--- config.mk ---
export PLATFORM = sky130hd
export DESIGN_NAME = mem_stage
export DESIGN_NICKNAME = d
export VERILOG_FILES = /design/src/rtl/mem_stage_pkg.sv /design/src/rtl/mem_stage_dmem_if.sv /design/src/rtl/mem_stage.sv
export SDC_FILE = /design/constraint.sdc
export NUM_CORES = 1
export LEC_CHECK = 0
export CELL_PAD_IN_SITES_DETAIL_PLACEMENT = 1
export CELL_PAD_IN_SITES_GLOBAL_PLACEMENT = 2
export CORE_UTILIZATION = 24
export DETAILED_ROUTE_END_ITERATION = 7
export GPL_TIMING_DRIVEN = 0
export PLACE_DENSITY_LB_ADDON = 0.05
export SLEW_MARGIN = 20
export SYNTH_ARGS = -nofsm -noshare
export SYNTH_HDL_FRONTEND = slang
export SYNTH_SLANG_ARGS = --single-unit
export TNS_END_PERCENT = 5
--- constraint.sdc ---
create_clock -name clk -period 3.85 [get_ports clk]
set_input_delay 0.77 -clock clk [delete_from_list [all_inputs] [get_ports clk]]
set_output_delay 0.77 -clock clk [all_outputs]
set_load 0.01 [all_outputs]
--- src/rtl/mem_stage_pkg.sv ---
// Shared Y86 definitions for the memory-access stage: icodes, register IDs,
// status codes, request FSM states and the address-range helper.
package mem_stage_pkg;

  localparam int BYTE = 8;
  localparam int WORD = 32;

  localparam logic [BYTE-1:0] IHALT   = 8'h00;
  localparam logic [BYTE-1:0] INOP    = 8'h01;
  localparam logic [BYTE-1:0] IRMMOVL = 8'h04;
  localparam logic [BYTE-1:0] IMRMOVL = 8'h05;
  localparam logic [BYTE-1:0] ICALL   = 8'h08;
  localparam logic [BYTE-1:0] IRET    = 8'h09;
  localparam logic [BYTE-1:0] IPUSHL  = 8'h0A;
  localparam logic [BYTE-1:0] IPOPL   = 8'h0B;

  localparam logic [BYTE-1:0] RNONE   = 8'h0F;

  typedef enum logic [1:0] {
    STAT_AOK = 2'b00,
    STAT_HLT = 2'b01,
    STAT_ADR = 2'b10
  } stat_e;

  typedef enum logic [1:0] {
    S_IDLE,
    S_REQ,
    S_RD_WAIT,
    S_FROZEN
  } mstate_e;

  // A 4-byte word at addr must fit entirely below mem_bytes; no wrap on addr+3.
  function automatic logic addr_in_range(input logic [WORD-1:0] addr,
                                         input logic [WORD-1:0] mem_bytes);
    return addr <= (mem_bytes - WORD'(4));
  endfunction

endpackage

--- src/rtl/mem_stage_dmem_if.sv ---
// Data-memory request FSM: presents one request at a time over valid/ready,
// waits for read data, and parks in FROZEN after a fault or halt.
module mem_stage_dmem_if
  import mem_stage_pkg::*;
(
  input  logic            clk,
  input  logic            rst,
  input  logic            mem_op,
  input  logic            op_we,
  input  logic            op_legal,
  input  logic            op_halt,
  input  logic [WORD-1:0] op_addr,
  input  logic [WORD-1:0] op_wdata,
  input  logic            dmem_ready,
  input  logic            dmem_rvalid,
  output logic            dmem_req,
  output logic            dmem_we,
  output logic [WORD-1:0] dmem_addr,
  output logic [WORD-1:0] dmem_wdata,
  output logic            stall,
  output logic            frozen
);

  mstate_e         state;
  logic            lat_we;
  logic [WORD-1:0] lat_addr;
  logic [WORD-1:0] lat_wdata;
  logic            idle;
  logic            in_req;
  logic            in_wait;
  logic            issue;

  assign idle    = (state == S_IDLE);
  assign in_req  = (state == S_REQ);
  assign in_wait = (state == S_RD_WAIT);
  assign frozen  = (state == S_FROZEN);

  // Gated by rst so nothing is requested while reset is held with an op present.
  assign issue = rst & idle & mem_op & op_legal;

  assign dmem_req   = issue | in_req;
  assign dmem_we    = in_req ? lat_we    : (issue & op_we);
  assign dmem_addr  = in_req ? lat_addr  : op_addr;
  assign dmem_wdata = in_req ? lat_wdata : op_wdata;

  assign stall = (issue   & ~(op_we  & dmem_ready)) |
                 (in_req  & ~(lat_we & dmem_ready)) |
                 (in_wait & ~dmem_rvalid);

  always_ff @(posedge clk or negedge rst) begin
    if (!rst) begin
      state <= S_IDLE;
    end else begin
      case (state)
        S_IDLE: begin
          if (op_halt || (mem_op && !op_legal)) state <= S_FROZEN;
          else if (mem_op) begin
            if (!dmem_ready) state <= S_REQ;
            else if (!op_we) state <= S_RD_WAIT;
          end
        end
        S_REQ: begin
          if (dmem_ready) state <= lat_we ? S_IDLE : S_RD_WAIT;
        end
        S_RD_WAIT: begin
          if (dmem_rvalid) state <= S_IDLE;
        end
        default: state <= S_FROZEN;
      endcase
    end
  end

  // Request fields are captured on first presentation and replayed while in REQ.
  always_ff @(posedge clk) begin
    if (idle) begin
      lat_we    <= op_we;
      lat_addr  <= op_addr;
      lat_wdata <= op_wdata;
    end
  end

endmodule

--- src/rtl/mem_stage.sv ---
// Y86 memory-access stage: decodes the EX/MEM icode into a data-memory access,
// stalls upstream while it is outstanding and registers the result to writeback.
module mem_stage
  import mem_stage_pkg::*;
#(
  parameter logic [31:0] DMEM_BYTES = 32'h0000_1000
) (
  input  logic            clk,
  input  logic            rst,
  input  logic [BYTE-1:0] mem_icode,
  input  logic [WORD-1:0] mem_valA,
  input  logic [WORD-1:0] mem_valP,
  input  logic [WORD-1:0] mem_valE,
  input  logic [BYTE-1:0] mem_dstE,
  input  logic [BYTE-1:0] mem_dstM,
  output logic            dmem_req,
  output logic            dmem_we,
  output logic [WORD-1:0] dmem_addr,
  output logic [WORD-1:0] dmem_wdata,
  input  logic            dmem_ready,
  input  logic            dmem_rvalid,
  input  logic [WORD-1:0] dmem_rdata,
  output logic            mem_stall,
  output logic [BYTE-1:0] wb_icode,
  output logic [WORD-1:0] wb_valE,
  output logic [WORD-1:0] wb_valM,
  output logic [BYTE-1:0] wb_dstE,
  output logic [BYTE-1:0] wb_dstM,
  output logic [1:0]      wb_stat
);

  logic            is_rd;
  logic            is_wr;
  logic            mem_op;
  logic            legal;
  logic            fault;
  logic            halt;
  logic            frozen;
  logic [WORD-1:0] op_addr;
  logic [WORD-1:0] op_wdata;

  always_comb begin
    is_rd    = 1'b0;
    is_wr    = 1'b0;
    op_addr  = mem_valE;
    op_wdata = mem_valA;
    case (mem_icode)
      IRMMOVL, IPUSHL: is_wr = 1'b1;
      ICALL: begin
        is_wr    = 1'b1;
        op_wdata = mem_valP;
      end
      IMRMOVL: is_rd = 1'b1;
      IPOPL, IRET: begin
        is_rd   = 1'b1;
        op_addr = mem_valA;
      end
      default: ;
    endcase
  end

  assign mem_op = is_rd | is_wr;
  assign legal  = addr_in_range(op_addr, DMEM_BYTES);
  assign fault  = mem_op & ~legal;
  assign halt   = (mem_icode == IHALT);

  mem_stage_dmem_if u_dmem_if (
    .clk         (clk),
    .rst         (rst),
    .mem_op      (mem_op),
    .op_we       (is_wr),
    .op_legal    (legal),
    .op_halt     (halt),
    .op_addr     (op_addr),
    .op_wdata    (op_wdata),
    .dmem_ready  (dmem_ready),
    .dmem_rvalid (dmem_rvalid),
    .dmem_req    (dmem_req),
    .dmem_we     (dmem_we),
    .dmem_addr   (dmem_addr),
    .dmem_wdata  (dmem_wdata),
    .stall       (mem_stall),
    .frozen      (frozen)
  );

  // MEM/WB boundary: bubbles while stalled or frozen, status sticks across bubbles.
  always_ff @(posedge clk or negedge rst) begin
    if (!rst) begin
      wb_icode <= INOP;
      wb_valE  <= '0;
      wb_valM  <= '0;
      wb_dstE  <= RNONE;
      wb_dstM  <= RNONE;
      wb_stat  <= STAT_AOK;
    end else if (frozen || mem_stall) begin
      wb_icode <= INOP;
      wb_valE  <= '0;
      wb_valM  <= '0;
      wb_dstE  <= RNONE;
      wb_dstM  <= RNONE;
    end else begin
      wb_icode <= mem_icode;
      wb_valE  <= mem_valE;
      wb_valM  <= (is_rd && legal) ? dmem_rdata : '0;
      wb_dstE  <= fault ? RNONE : mem_dstE;
      wb_dstM  <= fault ? RNONE : mem_dstM;
      wb_stat  <= fault ? STAT_ADR : (halt ? STAT_HLT : STAT_AOK);
    end
  end

endmodule

# ---- Word level (Yosys, flattened, before mapping)
# Index checks and enable logic that the tools add are counted.
dict set report totals {
  output_inout_bits 157
  ff_bits 157
}
dict set report op_classes {
  n_eq_ne 13
  reduce_logical 11
  bitwise_logic 18
  mux 25
  magnitude_cmp 1
}
# operator count
set op_table {}
lappend op_table {{32-bit two-way mux} 7}
lappend op_table {{8-bit two-way mux} 5}
lappend op_table {{8-bit by 4-bit == test with 1-bit output, second input constant} 4}
lappend op_table {{32-bit by 12-bit less-or-equal comparator with 1-bit output, second input constant} 1}
lappend op_table {{8-bit by 3-bit == test with 1-bit output, second input constant} 2}
lappend op_table {{2-bit two-way mux} 8}
lappend op_table {{1-bit bitwise AND} 10}
lappend op_table {{8-bit zero test} 1}
lappend op_table {{2-bit case mux with 3 select lines} 1}
lappend op_table {{3-bit OR reduction} 2}
lappend op_table {{2-bit == test, second input constant} 2}
lappend op_table {{1-bit two-way mux} 4}
lappend op_table {{2-bit != test, second input constant} 2}
lappend op_table {{4-bit != test, second input constant} 1}
lappend op_table {{1-bit NOT} 4}
lappend op_table {{1-bit OR} 4}
lappend op_table {{4-bit AND reduction} 1}
lappend op_table {{3-bit != test, second input constant} 1}
lappend op_table {{2-bit by 1-bit == test with 1-bit output, second input constant} 1}
lappend op_table {{1-bit logical AND} 2}
lappend op_table {{2-bit zero test} 1}
lappend op_table {{1-bit logical OR} 2}
lappend op_table {{2-bit OR reduction} 1}
lappend op_table {{1-bit zero test} 1}

# ---- Longest topological paths before layout
# Gate-level depths: netlist of the first run.
dict set report depth {
  word_depth 11
  ltp_mapped 8
  ltp_nobuf 8
}

# ---- Modules after synthesis
# From an unflattened synthesis of the first run, not the netlist that was laid out.
dict set report unflattened {
  cells_unflattened 519
  area_unflattened_um2 7168.1
}
# mod area_per_inst_um2 cells_each seq_area_each_um2 n_inst
set modules_own_cells {}
lappend modules_own_cells {mem_stage 4194.0 352 2263.4 1}
lappend modules_own_cells {mem_stage_dmem_if 2974.1 167 2001.9 1}

# ---- Least setup slack after synthesis of the first run
# OpenSTA, ideal clock, no wires.
dict set report synth_timing {
  path_kind {reg-to-output}
  from {register u_dmem_if.state[0]}
  to {output port mem_stall}
  path_buffers 1
  arrival_time_ps 3170
  required_time_ps 3080
  path_slack_ps -90
  stages_incl_launch_ff 8
  cell_sequence {dfrtp_1 -> inv_1 -> ha_1 -> and3_1 -> o21ai_0 -> nand2b_1 -> clkbuf_1 -> nand2_1}
}
dict set report synth_via {
  elab_chain_cells 7
  word_cells_on_any_way 11
  classes_between {2 x eq/ne; 8 x bitwise; 1 x reduce/logical}
}
# item line
set synth_rtl {}
lappend synth_rtl {{from (decl)} mem_stage_dmem_if.sv:24} ;# mstate_e state;
lappend synth_rtl {{from (signal assigned)} mem_stage_dmem_if.sv:63} ;# if (dmem_ready) state <= lat_we ? S_IDLE : S_RD_WAIT;
lappend synth_rtl {{2-bit zero test} mem_stage_dmem_if.sv:33} ;# assign idle = (state == S_IDLE);
lappend synth_rtl {{1-bit bitwise AND (3 in series)} mem_stage_dmem_if.sv:39} ;# assign issue = rst & idle & mem_op & op_legal;
lappend synth_rtl {{1-bit bitwise AND} mem_stage_dmem_if.sv:46} ;# assign stall = (issue & ~(op_we & dmem_ready)) |
lappend synth_rtl {{1-bit OR} mem_stage_dmem_if.sv:46}
lappend synth_rtl {{1-bit OR *} mem_stage_dmem_if.sv:47} ;# (in_req & ~(lat_we & dmem_ready)) |
lappend synth_rtl {{to (decl)} mem_stage.sv:23} ;# output logic mem_stall,
# Mark *: on every way between the ends. The rest lies on a longest branch, timed or not.

# ---- Final worst setup path of the first run
dict set report layout_timing {
  from {input port mem_icode[6]}
  to {output port dmem_wdata[7]}
}
dict set report layout_via {
  elab_chain_cells 3
}
# item line
set layout_rtl {}
lappend layout_rtl {{from (decl)} mem_stage.sv:10} ;# input logic [BYTE-1:0] mem_icode,
lappend layout_rtl {{8-bit by 4-bit == test with 1-bit output} mem_stage.sv:47} ;# case (mem_icode)
lappend layout_rtl {{32-bit two-way mux} mem_stage.sv:47}
lappend layout_rtl {{via op_wdata[7]} mem_stage.sv:40} ;# logic [WORD-1:0] op_wdata;
lappend layout_rtl {{32-bit two-way mux} mem_stage_dmem_if.sv:44} ;# assign dmem_wdata = in_req ? lat_wdata : op_wdata;
lappend layout_rtl {{to (decl)} mem_stage.sv:19} ;# output logic [WORD-1:0] dmem_wdata,
# The timed path passes the listed nets, and every way through them passes these cells.

==> metrics.txt, run 1 <==
actual slew at the worst max-slew pin 0.780 ns; Leakage 4.61 nW; num ports 313; Slew Limit Headroom 48.0%; Initial DRC Count 172; Post-Syn Area 6910 um2; Final Cell Area 11500 um2; cell taking the most area after synthesis dfrtp_1; Crit Path Class input port to output port; total gr overflow 0; placed inst area 10600 um2; final hold vios 0; CP max stage cell or4_4; sequential power share 34.9%; Gate power share 39.6%; Net Count, Synth 639; Arr. time, crit path 3.00 ns; prevailing post-synth register cell dfrtp_1; Clock Tree Buf Depth 2; layout cells sized above 1 30.5%; critical path endpoint category output port; FF-to-FF setup slack 1.25 ns; Synth async-reset ratio 58.6%; clk sinks 157; Net Sw Frac 32.5%; Yosys cell types 38; top cell type's share of synthesized area 30.0%; outcome finished clean; routed length per instance 20.7 um; Clock power frac 25.6%; DRC 0; flops & latches, synth 157; Layout Nets 985; Final Hold Slack 0.227 ns; Commonest cells post-synth mux2_2, dfrtp_1, edfxtp_1; crit-path most repeated cell mux2_2; vias in the first global route 5834; CP required 3.08 ns; kind of start point of the critical path input port; Max Freq 265 MHz; count leader, synth mux2_2; PD cells 609 nW/um2; Clock Pin Slew Worst Setup and Hold Paths 0.07 ns; worst-path cell chain buf_2, or4_4, nor4_4, buf_6, buf_8, mux2_2, mux2_2, clkdlybuf4s15_1; EDFF count, synth 65; final critical-path share of the clock period 98.1%; routability-driven placement congestion ratio 0.767; Max-Cap Viols 0; ranking of synthesized cells by area dfrtp_1, edfxtp_1, mux2_2; Worst Path Max Fanout 5; Post-Syn Area per Cell 14.4 um2; via count 5334; FP Rows 61; area grow syn2layout 65.8%; Die Y 172 um; gr usage total 17.2%; yosys warns 0; RSZ-0062 raised after global routing true; Total Wirelength 25200 um; CTS tree done; Post-DP HPWL 19200 um; synthesized instance count 479; Max stage delay on crit path 0.58 ns; largest net degree at the start of global routing 63; P_sw 2.27 mW; setup violators final 0; VDD IR-drop max 248 uV; htree depth 4; DR vias/cell 4.38; PortBufs 312; initial antenna violation count 1; first-pass GRT wire length 36900 um; Internal 4.71 mW; CTS Buf Count 17; Max Slew Vio Count 0; worst skew pair latency 0.43 ns; clk_skew 0.0120 ns; Initial Util 24.6%; HP Class input port to async pin; core area 28100 um2; register area share after synthesis 61.7%; Period minus WS final 3.77 ns; post-route ant nets 0; root buffer cell clkbuf_16; Die ar. 29500 um2; DRT Pass-1 Iters 4; die width 172 um
cells in the final DEF (no fill, tap or decap), types with 7 or more instances in the layout:
cell / Yosys / routed
mux2_4: 0 / 8
mux2_2: 130 / 122
dlygate4sd2_1: 0 / 31
buf_2: 8 / 27
clkdlybuf4s50_1: 0 / 240
dfstp_2: 9 / 9
nand2_1: 8 / 8
buf_6: 0 / 13
buf_4: 0 / 7
dfrtp_1: 83 / 83
and3_1: 36 / 36
edfxtp_1: 65 / 65
clkbuf_1: 18 / 10
or3_1: 10 / 10
clkdlybuf4s15_1: 0 / 9
and2_1: 44 / 44
clkbuf_16: 0 / 19
power by group through the flow:
stage / Clock [mW] / Combinational [mW] / Sequential, mW
detailed placement: 0 / 2.97 / 2.47
global placement: 0 / 2.89 / 2.47
global route: 1.89 / 2.99 / 2.49
floorplan: 0 / 1.11 / 2.59
finish: 1.78 / 2.76 / 2.43
CTS: 1.84 / 2.83 / 2.44
routing by layer:
metal,part of all wire (%),global-route usage [%]
met3,8.1,5.18
met5,0,0
met2,48,28.0
met4,1.1,5.71
met1,43,21.5
timing repair:
action / 4_1_cts / 5_1_grt
resized for setup: 226 / 13
buffers inserted: 13 / 2
hold buffers: 0 / 0
gates cloned: 2 / 0
setup endpoints to repair: 67 / 63
pin swaps: 4 / 2
sequential cells by signal (all words and copies together), names as in the netlist:
register	cells
wb_valE	32
wb_icode	8
wb_valM	32
u_dmem_if.state	2
u_dmem_if.lat_wdata	32
u_dmem_if.lat_addr	32
wb_dstE	8
wb_stat	2
u_dmem_if.lat_we	1
wb_dstM	8
final timing paths:
check / depth (start not counted) / from / to
min: 1 / rst / wb_dstM[4]
max in group asynchronous: 2 / rst / wb_icode[0]
max reg2reg: 8 / u_dmem_if.state[0] / wb_valM[19]
min in group clk: 1 / wb_stat[0] / wb_stat[0]
min reg2reg: 1 / wb_stat[0] / wb_stat[0]
max: 8 / mem_icode[6] / dmem_wdata[7]
final cells by class:
type / count / area, um2
fillers: 3012 / 16600
flip-flops and latches: 157 / 4270
repair buffers: 331 / 3240
multi-input cells: 291 / 2700
clock buffers: 19 / 475
well taps: 378 / 473
plain buffers: 22 / 144
clock inverters: 13 / 143
inverters: 5 / 18.8
diodes: 2 / 5.00
metrics by stage:
stage	setup slack (ns)	TNS (ns)	cells	util, %	power [mW]
floorplan	0.223	0	479	-	3.70
global placement	-3.46	-464.95	1169	37.4	5.36
detailed placement	-1.20	-75.42	1172	37.7	5.44
CTS	-0.0170	-0.0701	1216	40.7	7.11
global route	-0.0249	-0.0522	1217	40.8	7.37
finish	0.0751	0	1218	40.8	6.97
worst max-delay path, delay by kind of cell:
family | cells | cell delay (ns)
and+or+nand+nor | 2 | 0.95
muxes | 2 | 0.61
buffers and inverters | 4 | 0.66
cell families (layout without fill, tap and decap cells):
kind of cell,after synthesis,in the layout,synth area share (%)
adder cells (fa/ha/maj),4,4,0.724
buffers and inverters,31,390,1.83
AND/OR/NAND/NOR,140,140,12.7
other,0,2,0
flip-flops,157,157,61.7
multiplexers,131,131,21.3
AO/OA/AOI/OAI,16,16,1.68
No activity file was read; power rests on OpenSTA's default activity.
==> inputs of run 2 (changes only) <==
--- a/config.mk
+++ b/config.mk
@@ -8,6 +8,7 @@
 export CELL_PAD_IN_SITES_DETAIL_PLACEMENT = 1
 export CELL_PAD_IN_SITES_GLOBAL_PLACEMENT = 2
 export CORE_UTILIZATION = 24
+export CTS_BUF_LIST = sky130_fd_sc_hd__clkbuf_4 sky130_fd_sc_hd__clkbuf_8 sky130_fd_sc_hd__clkbuf_16
 export DETAILED_ROUTE_END_ITERATION = 7
 export GPL_TIMING_DRIVEN = 0
 export PLACE_DENSITY_LB_ADDON = 0.05
==> results of run 2 <==
The final DEF is identical to that of run 1; final timing and power are the same.
==> inputs of run 3 (changes only) <==
==> constraint.sdc (replaced) <==
create_clock -name clk -period 3.1 [get_ports clk]
set_input_delay 0.62 -clock clk [delete_from_list [all_inputs] [get_ports clk]]
set_output_delay 0.62 -clock clk [all_outputs]
set_load 0.01 [all_outputs]
==> run 3 against run 2 <==
- the flow now finishes with violations (setup timing)
- clock skew grew 0.0049 ns
- global-route usage grew 0.34 points
- worst hold slack lost 0.10 ns
- register-to-register slack lost 0.61 ns
- critical path depth grew 2
- power grew 26%
- sequential share of layout area shrank 1.7 points
- clock-buffer cell count grew 2
- routed wire length grew 2.8%
- sequential power grew 25%
- final cell count grew 1.8%
- non-clock buffer count grew 22
==> metrics.txt, run 3 (synthesized netlist as in run 1, its figures left out) <==
outcome finished, violations left; violated checks setup timing; Final Hold Slack 0.124 ns; area grow syn2layout 73.9%; via count 5454; Layout Nets 1007; Finished Core Util 42.8%; layout cells sized above 1 38.3%; Max stage delay on crit path 0.58 ns; Clock Pin Slew Worst Setup and Hold Paths 0.07 ns; kind of start point of the critical path input port; CP max stage cell or4_4; Slew Limit Headroom 44.6%; Post-DP HPWL 19000 um; Worst Path Max Fanout 5; critical path endpoint category output port; final critical-path share of the clock period 108%; Die ar. 29500 um2; setup violators final 63; final hold vios 0; PortBufs 312; num ports 313; PD cells 730 nW/um2; routed length per instance 20.9 um; DRT Pass-1 Iters 4; routability-driven placement congestion ratio 0.736; placed inst area 10600 um2; gr usage total 17.5%; Max-Cap Viols 0; VDD IR-drop max 374 uV; Initial DRC Count 201; initial antenna violation count 4; die width 172 um; CP top delay family simple AND/OR/NAND/NOR gates; CP required 2.48 ns; CTS tree done; CTS Buf Count 17; FP Rows 61; actual slew at the worst max-slew pin 0.831 ns; post-route ant nets 0; worst skew pair latency 0.43 ns; Arr. time, crit path 2.73 ns; first-pass GRT wire length 37700 um; root buffer cell clkbuf_16; number of fill cells 2951; RSZ-0062 raised after global routing true; clk sinks 157; Crit Path Class input port to output port; Max Freq 298 MHz; total gr overflow 0; Total Wirelength 25900 um; vias in the first global route 5987; DR vias/cell 4.40; power consumption 8.78 mW; Clock Tree Buf Depth 2; Die Y 172 um; htree depth 4; Max Slew Vio Count 0; Final Cell Area 12000 um2; DRC 0; Leakage 5.21 nW; Period minus WS final 3.35 ns; pre-CTS setup slack -1.85 ns; HP Class input port to async pin; worst-path cell chain buf_6, or4_4, nor4_4, buf_12, buf_8, buf_12, buf_4, mux2_4, mux2_2, buf_6; most common cell after layout, fill and taps aside clkdlybuf4s50_1; core area 28100 um2; CP bufs+invs 6; clk_skew 0.0169 ns; setup ws final -0.254 ns; Initial Util 24.6%; most frequent cells in the layout clkdlybuf4s50_1, mux2_2, dfrtp_1; largest net degree at the start of global routing 51
-- run 3: final timing paths --
check	endpoint	startpoint	cells after the start	slack (ns)
worst max register to register	wb_valE[15]	u_dmem_if.state[1]	11	0.64
max in group asynchronous	wb_icode[0]	rst	2	2.34
worst min register to register	wb_stat[0]	wb_stat[0]	1	0.53
min in group clk	wb_icode[4]	mem_icode[4]	2	0.41
worst min-delay path	wb_dstE[5]	rst	1	0.12
worst max-delay path	dmem_wdata[12]	mem_icode[4]	10	-0.25
-- run 3: what timing repair did --
item | CTS | global route
cloned | 1 | 1
resized for setup | 346 | 134
endpoints found under the setup margin | 152 | 106
hold buffers | 0 | 0
pin swaps | 5 | 22
setup buffers | 16 | 23
-- run 3: where the power goes --
part / internal, mW / leakage (nW) / switching, mW / total [mW]
clock network: 1.15 / 0.287 / 0.949 / 2.10
registers: 2.86 / 1.81 / 0.165 / 3.03
logic: 1.90 / 3.12 / 1.75 / 3.65
-- run 3: layout make-up --
type	instances	area (um2)	share of cell area [%]
Sequential cell	157	4270	35.5
Timing Repair Buffer	353	3570	29.7
Multi-Input combinational cell	291	2920	24.2
Clock buffer	21	485	4.04
Tap cell	378	473	3.93
Buffer	22	198	1.64
Clock inverter	11	92.6	0.770
Inverter	5	18.8	0.156
Antenna cell	2	5.00	0.0416
-- run 3: through the flow --
step | TNS, ns | instances
after floorplan | -5.33 | 479
after global placement | -593.50 | 1169
after detailed placement | -189.52 | 1171
after CTS | -24.63 | 1220
after global routing | -14.47 | 1239
final | -10.49 | 1240
-- run 3: worst reg2reg max path, delay by kind of cell (launching register included) --
kind / cells / cell delay, ns
buf+inv: 6 / 1.00
simple gates: 3 / 0.67
flops: 1 / 0.42
fa+ha+maj: 1 / 0.19
compound gates: 1 / 0.06
-- run 3: routing by layer --
layer  routed length (um)  GRT usage (%)
met4                  369           4.77
met3                 1970           5.87
met1                10700           21.0
met2                12800           29.7
met5                   13              0
